===== src/rtl/state_sequencer.sv =====
// Instruction phase sequencer: steps FETCH/DECODE/EXEC/MEM/WB with class-based
// phase skipping, a bounded MEM ready wait, and strobes decoded from the phase register.
module state_sequencer #(
   parameter int MEM_TIMEOUT = 8,
   parameter int CNT_W       = $clog2(MEM_TIMEOUT + 1)
) (
   input  logic       clk,
   input  logic       rst_n,
   input  logic       Start,
   input  logic [1:0] Op_Class,
   input  logic       Stall,
   input  logic       Mem_Ready,
   output logic [2:0] State,
   output logic       State_Reg_Write,
   output logic       State_Memory,
   output logic       State_Mem_Write,
   output logic       Fetch_En,
   output logic       Busy,
   output logic       Done,
   output logic       Timeout_Err
);

   typedef enum logic [2:0] {
      IDLE   = 3'd0,
      FETCH  = 3'd1,
      DECODE = 3'd2,
      EXEC   = 3'd3,
      MEM    = 3'd4,
      WB     = 3'd5
   } phase_t;

   typedef enum logic [1:0] {
      CLS_ALU    = 2'b00,
      CLS_LOAD   = 2'b01,
      CLS_STORE  = 2'b10,
      CLS_BRANCH = 2'b11
   } op_class_t;

   localparam logic [CNT_W-1:0] CNT_LAST = CNT_W'(MEM_TIMEOUT - 1);

   phase_t           phase;
   op_class_t        cls;
   logic [CNT_W-1:0] mem_cnt;

   always_ff @(posedge clk or negedge rst_n) begin
      if (!rst_n) begin
         phase       <= IDLE;
         cls         <= CLS_ALU;
         mem_cnt     <= '0;
         Done        <= 1'b0;
         Timeout_Err <= 1'b0;
      end else begin
         Done <= 1'b0;
         case (phase)
            IDLE: begin
               if (Start) begin
                  phase       <= FETCH;
                  cls         <= op_class_t'(Op_Class);
                  mem_cnt     <= '0;
                  Timeout_Err <= 1'b0;
               end
            end
            FETCH:  if (!Stall) phase <= DECODE;
            DECODE: if (!Stall) phase <= EXEC;
            EXEC: begin
               if (!Stall) begin
                  case (cls)
                     CLS_ALU:   phase <= WB;
                     CLS_LOAD,
                     CLS_STORE: begin
                        phase   <= MEM;
                        mem_cnt <= '0;
                     end
                     default: begin
                        phase <= IDLE;
                        Done  <= 1'b1;
                     end
                  endcase
               end
            end
            MEM: begin
               // Ready is tested first so it wins over an expiring wait.
               if (Mem_Ready) begin
                  if (cls == CLS_LOAD) begin
                     phase <= WB;
                  end else begin
                     phase <= IDLE;
                     Done  <= 1'b1;
                  end
               end else if (mem_cnt == CNT_LAST) begin
                  phase       <= IDLE;
                  Timeout_Err <= 1'b1;
               end else begin
                  mem_cnt <= mem_cnt + CNT_W'(1);
               end
            end
            WB: begin
               if (!Stall) begin
                  phase <= IDLE;
                  Done  <= 1'b1;
               end
            end
            default: phase <= IDLE;
         endcase
      end
   end

   always_comb begin
      State           = phase;
      State_Reg_Write = (phase == WB);
      State_Memory    = (phase == MEM);
      State_Mem_Write = (phase == MEM) && (cls == CLS_STORE);
      Fetch_En        = (phase == FETCH);
      Busy            = (phase != IDLE);
   end

endmodule

===== config.mk =====
export PLATFORM = sky130hd
export DESIGN_NAME = state_sequencer
export DESIGN_NICKNAME = d
export VERILOG_FILES = /design/src/rtl/state_sequencer.sv
export SDC_FILE = /design/constraint.sdc
export NUM_CORES = 1
export LEC_CHECK = 0
export ABC_AREA = 1
export BUFFER_PORTS_ARGS = -buffer_cell sky130_fd_sc_hd__buf_2
export CAP_MARGIN = 20
export CORE_MARGIN = 1
export CORE_UTILIZATION = 47
export CTS_CLUSTER_DIAMETER = 40
export CTS_CLUSTER_SIZE = 12
export DETAILED_ROUTE_END_ITERATION = 10
export PLACE_DENSITY_LB_ADDON = 0.12
export SYNTH_ARGS = -nofsm -noshare
export SYNTH_HDL_FRONTEND = slang
export SYNTH_SLANG_ARGS = --single-unit

===== constraint.sdc =====
create_clock -name clk -period 1.3 [get_ports clk]
set_clock_uncertainty 0.15 [all_clocks]
set_input_delay 0.195 -clock clk [delete_from_list [all_inputs] [get_ports clk]]
set_output_delay 0.195 -clock clk [all_outputs]
set_load 0.02 [all_outputs]

==> impl_metrics.env <==
export IMPL_status="complete, but fails checks"
export IMPL_violations="setup timing"
export IMPL_coreArea_um2=1540
export IMPL_endpoint_kind="primary output"
export IMPL_required_ns=0.95
export IMPL_dr_pass1_iters=4
export IMPL_r2r_start="State[1]$_DFFE_PN0P_"
export IMPL_async_flop_share=1.00
export IMPL_rsz0062_at_grt="yes"
export IMPL_synth_edf_count=0
export IMPL_antenna_left=0
export IMPL_p_per_area_nw_per_um2=2390
export IMPL_avgSynthCellArea_um2=7.74
export IMPL_hold_slack_ns=0.0115
export IMPL_routed_wl_um=2160
export IMPL_syn_instance_count=102
export IMPL_grt_overflow=0
export IMPL_die_area_um2=1850
export IMPL_maxCapViolCount=0
export IMPL_yosysSeqAreaShare=0.349
export IMPL_clock_root_buffer="clkbuf_4"
export IMPL_synth_top_area_cell="dfrtp_1"
export IMPL_finalCritPeriodShare=1.21
export IMPL_grt_max_degree=12
export IMPL_drt_iter0_drc=14
export IMPL_drcViolationCount=0
export IMPL_finalNonFillerCells=163
export IMPL_synth_area_leaders="dfrtp_1, nand2_1, ha_1"
export IMPL_synth_flop_cell="dfrtp_1"
export IMPL_first_global_vias=817
export IMPL_syn_area_um2=790
export IMPL_min_period_ns=1.57
export IMPL_cp_startpoint="State[1]$_DFFE_PN0P_"
export IMPL_clk_latency_ns=0.27
export IMPL_numPlacedInstances=148
export IMPL_synth_most_common_cell="nand2_1"
export IMPL_numCtsBuffers=3
export IMPL_worstMarginPinSlew_ns=0.270
export IMPL_fin_ws_ns=-0.269
export IMPL_path_clk_slew_ns=0.09
export IMPL_place_ws_ns=-0.141
export IMPL_grt_antenna_before_repair=0
export IMPL_cp_max_fo=4
export IMPL_synth_net_count=114
export IMPL_die_w_um=43.0
export IMPL_yosysWarnings=0
export IMPL_start_util=0.512
export IMPL_fin_nets=160
export IMPL_die_height_um=43.0
export IMPL_synth_distinct_cells=20
export IMPL_grt_usage=0.255
export IMPL_max_vdd_ir_drop_uv=1600
export IMPL_via_count=839
export IMPL_cp_endpoint="Busy"
export IMPL_drive_gt1_frac=0.558
export IMPL_io_pins=17
export IMPL_grt_pass1_wl_um=3530
export IMPL_maxSlewHeadroom=0.820
export IMPL_synth_top_area_share=0.349
export IMPL_r2r_cells=8
export IMPL_n_antenna_cell=0
export IMPL_rrSetupSlack_ns=-0.18
export IMPL_slew_viol_final=0
export IMPL_static_leakage_power_nw=0.657
export IMPL_cts_num_sinks=11
export IMPL_cp_arrival_ns=1.22
export IMPL_vias_per_cell=5.15
export IMPL_startpoint_type="register"
export IMPL_cts_tree="done"
export IMPL_finalHoldViolations=0
export IMPL_routabilityCongestion=0.875
export IMPL_criticalPathCategory="reg2out"
export IMPL_drt_wirelength_per_cell_um=13.3
export IMPL_fmax_mhz=637
export IMPL_htreeDepth=1
export IMPL_hp_class="in2reg"
export IMPL_num_rows=14
export IMPL_port_buffer_count=16
export IMPL_dp_hpwl_um=1340
export IMPL_setup_viol=17
export IMPL_syn2layout_area_growth_pct=59.0
export IMPL_synth_top_cells_by_count="nand2_1, dfrtp_1, inv_1"
export IMPL_r2r_end="mem_cnt[1]$_DFFE_PN0P_"
export IMPL_synth_seq_cells=11
export IMPL_clk_path_buf_depth=2
export IMPL_fill_cells=93
export IMPL_final_core_util=0.814
## routing by layer
layer  routed length, µm  up-vias  share of wire  global-route usage
met5                   0        -              0                   0
met1                 966      393           0.45               0.323
met4                  48        0          0.022              0.0970
li1                    -      412              -                   -
met2                1060       28           0.49               0.439
met3                  91        6          0.042              0.0298
## through the flow
step                      cell area, µm²  setup TNS (ns)  total power [mW]
final                               1250           -2.83              3.00
after CTS                           1180           -2.76              2.70
after global routing                1250           -3.88              3.21
after detailed placement            1010           -1.31              2.09
after global placement              1010          -0.667              2.06
after floorplan                      801           -1.21              1.53
## registers in the layout, indices dropped and copies added, names as in the netlist
signal and cells:
mem_cnt 4, State 3, cls 2, Done 1, Timeout_Err 1
## logic make-up (layout without fill, tap and decap cells)
group | after synthesis | count (layout) | share of synthesized area
adder cells (fa/ha/maj) | 5 | 5 | 0.0792
buffers and inverters | 16 | 61 | 0.0856
XOR/XNOR | 1 | 1 | 0.0111
AO/OA/AOI/OAI | 10 | 10 | 0.0681
flip-flops | 11 | 11 | 0.349
AND/OR/NAND/NOR | 59 | 59 | 0.407
## cells in the final DEF, fill, tap and decap left out, types with 6 or more instances in the layout
master	netlist	layout
buf_2	0	8
buf_6	1	11
o21ai_0	6	6
nand2_2	8	6
nand3_1	8	6
nor2_4	5	8
dfrtp_1	11	8
nand2_1	23	22
buf_4	0	20
inv_2	4	7
## critical path: stages (launching register included)
cell	delay [ns]
dfrtp_2	0.44
nor2_4	0.19
inv_2	0.07
nor2_4	0.09
inv_2	0.04
buf_6	0.12
## area by class of cell
class | count | area (µm²) | share of cell area
Clock buffer | 4 | 26.3 | 0.0209
Inverter | 15 | 66.3 | 0.0528
Multi-Input combinational cell | 75 | 504 | 0.402
Sequential cell | 11 | 279 | 0.222
Tap cell | 16 | 20.0 | 0.0160
Timing Repair Buffer | 42 | 359 | 0.286
## report_power, final
group	internal (mW)	leakage, nW	switching, mW
registers	0.454	0.139	0.0993
clock network	0.119	0.0150	0.141
logic	1.04	0.503	1.15
total	1.61	0.657	1.39
## how the worst min path moves through the flow
stage                     start            endpoint  slack, ns  cells past startpoint
floorplan                 rst_n      Done$_DFF_PN0_      -0.25                      0
global placement          rst_n      Done$_DFF_PN0_      -0.07                      1
detailed placement        rst_n      Done$_DFF_PN0_      -0.06                      1
CTS                 Op_Class[0]  cls[0]$_DFFE_PN0P_       0.02                      3
global route        Op_Class[0]  cls[0]$_DFFE_PN0P_       0.05                      3
finish              Op_Class[0]  cls[0]$_DFFE_PN0P_       0.01                      3
## repair_timing
item,4_1_cts,5_1_grt
hold buffers,1,0
cloned,0,1
pin swaps,3,5
setup buffers,5,4
hold endpoints to repair,11,0
endpoints found under the setup margin,19,19
gates resized for setup,29,13
(Power assumes the default switching activity.)
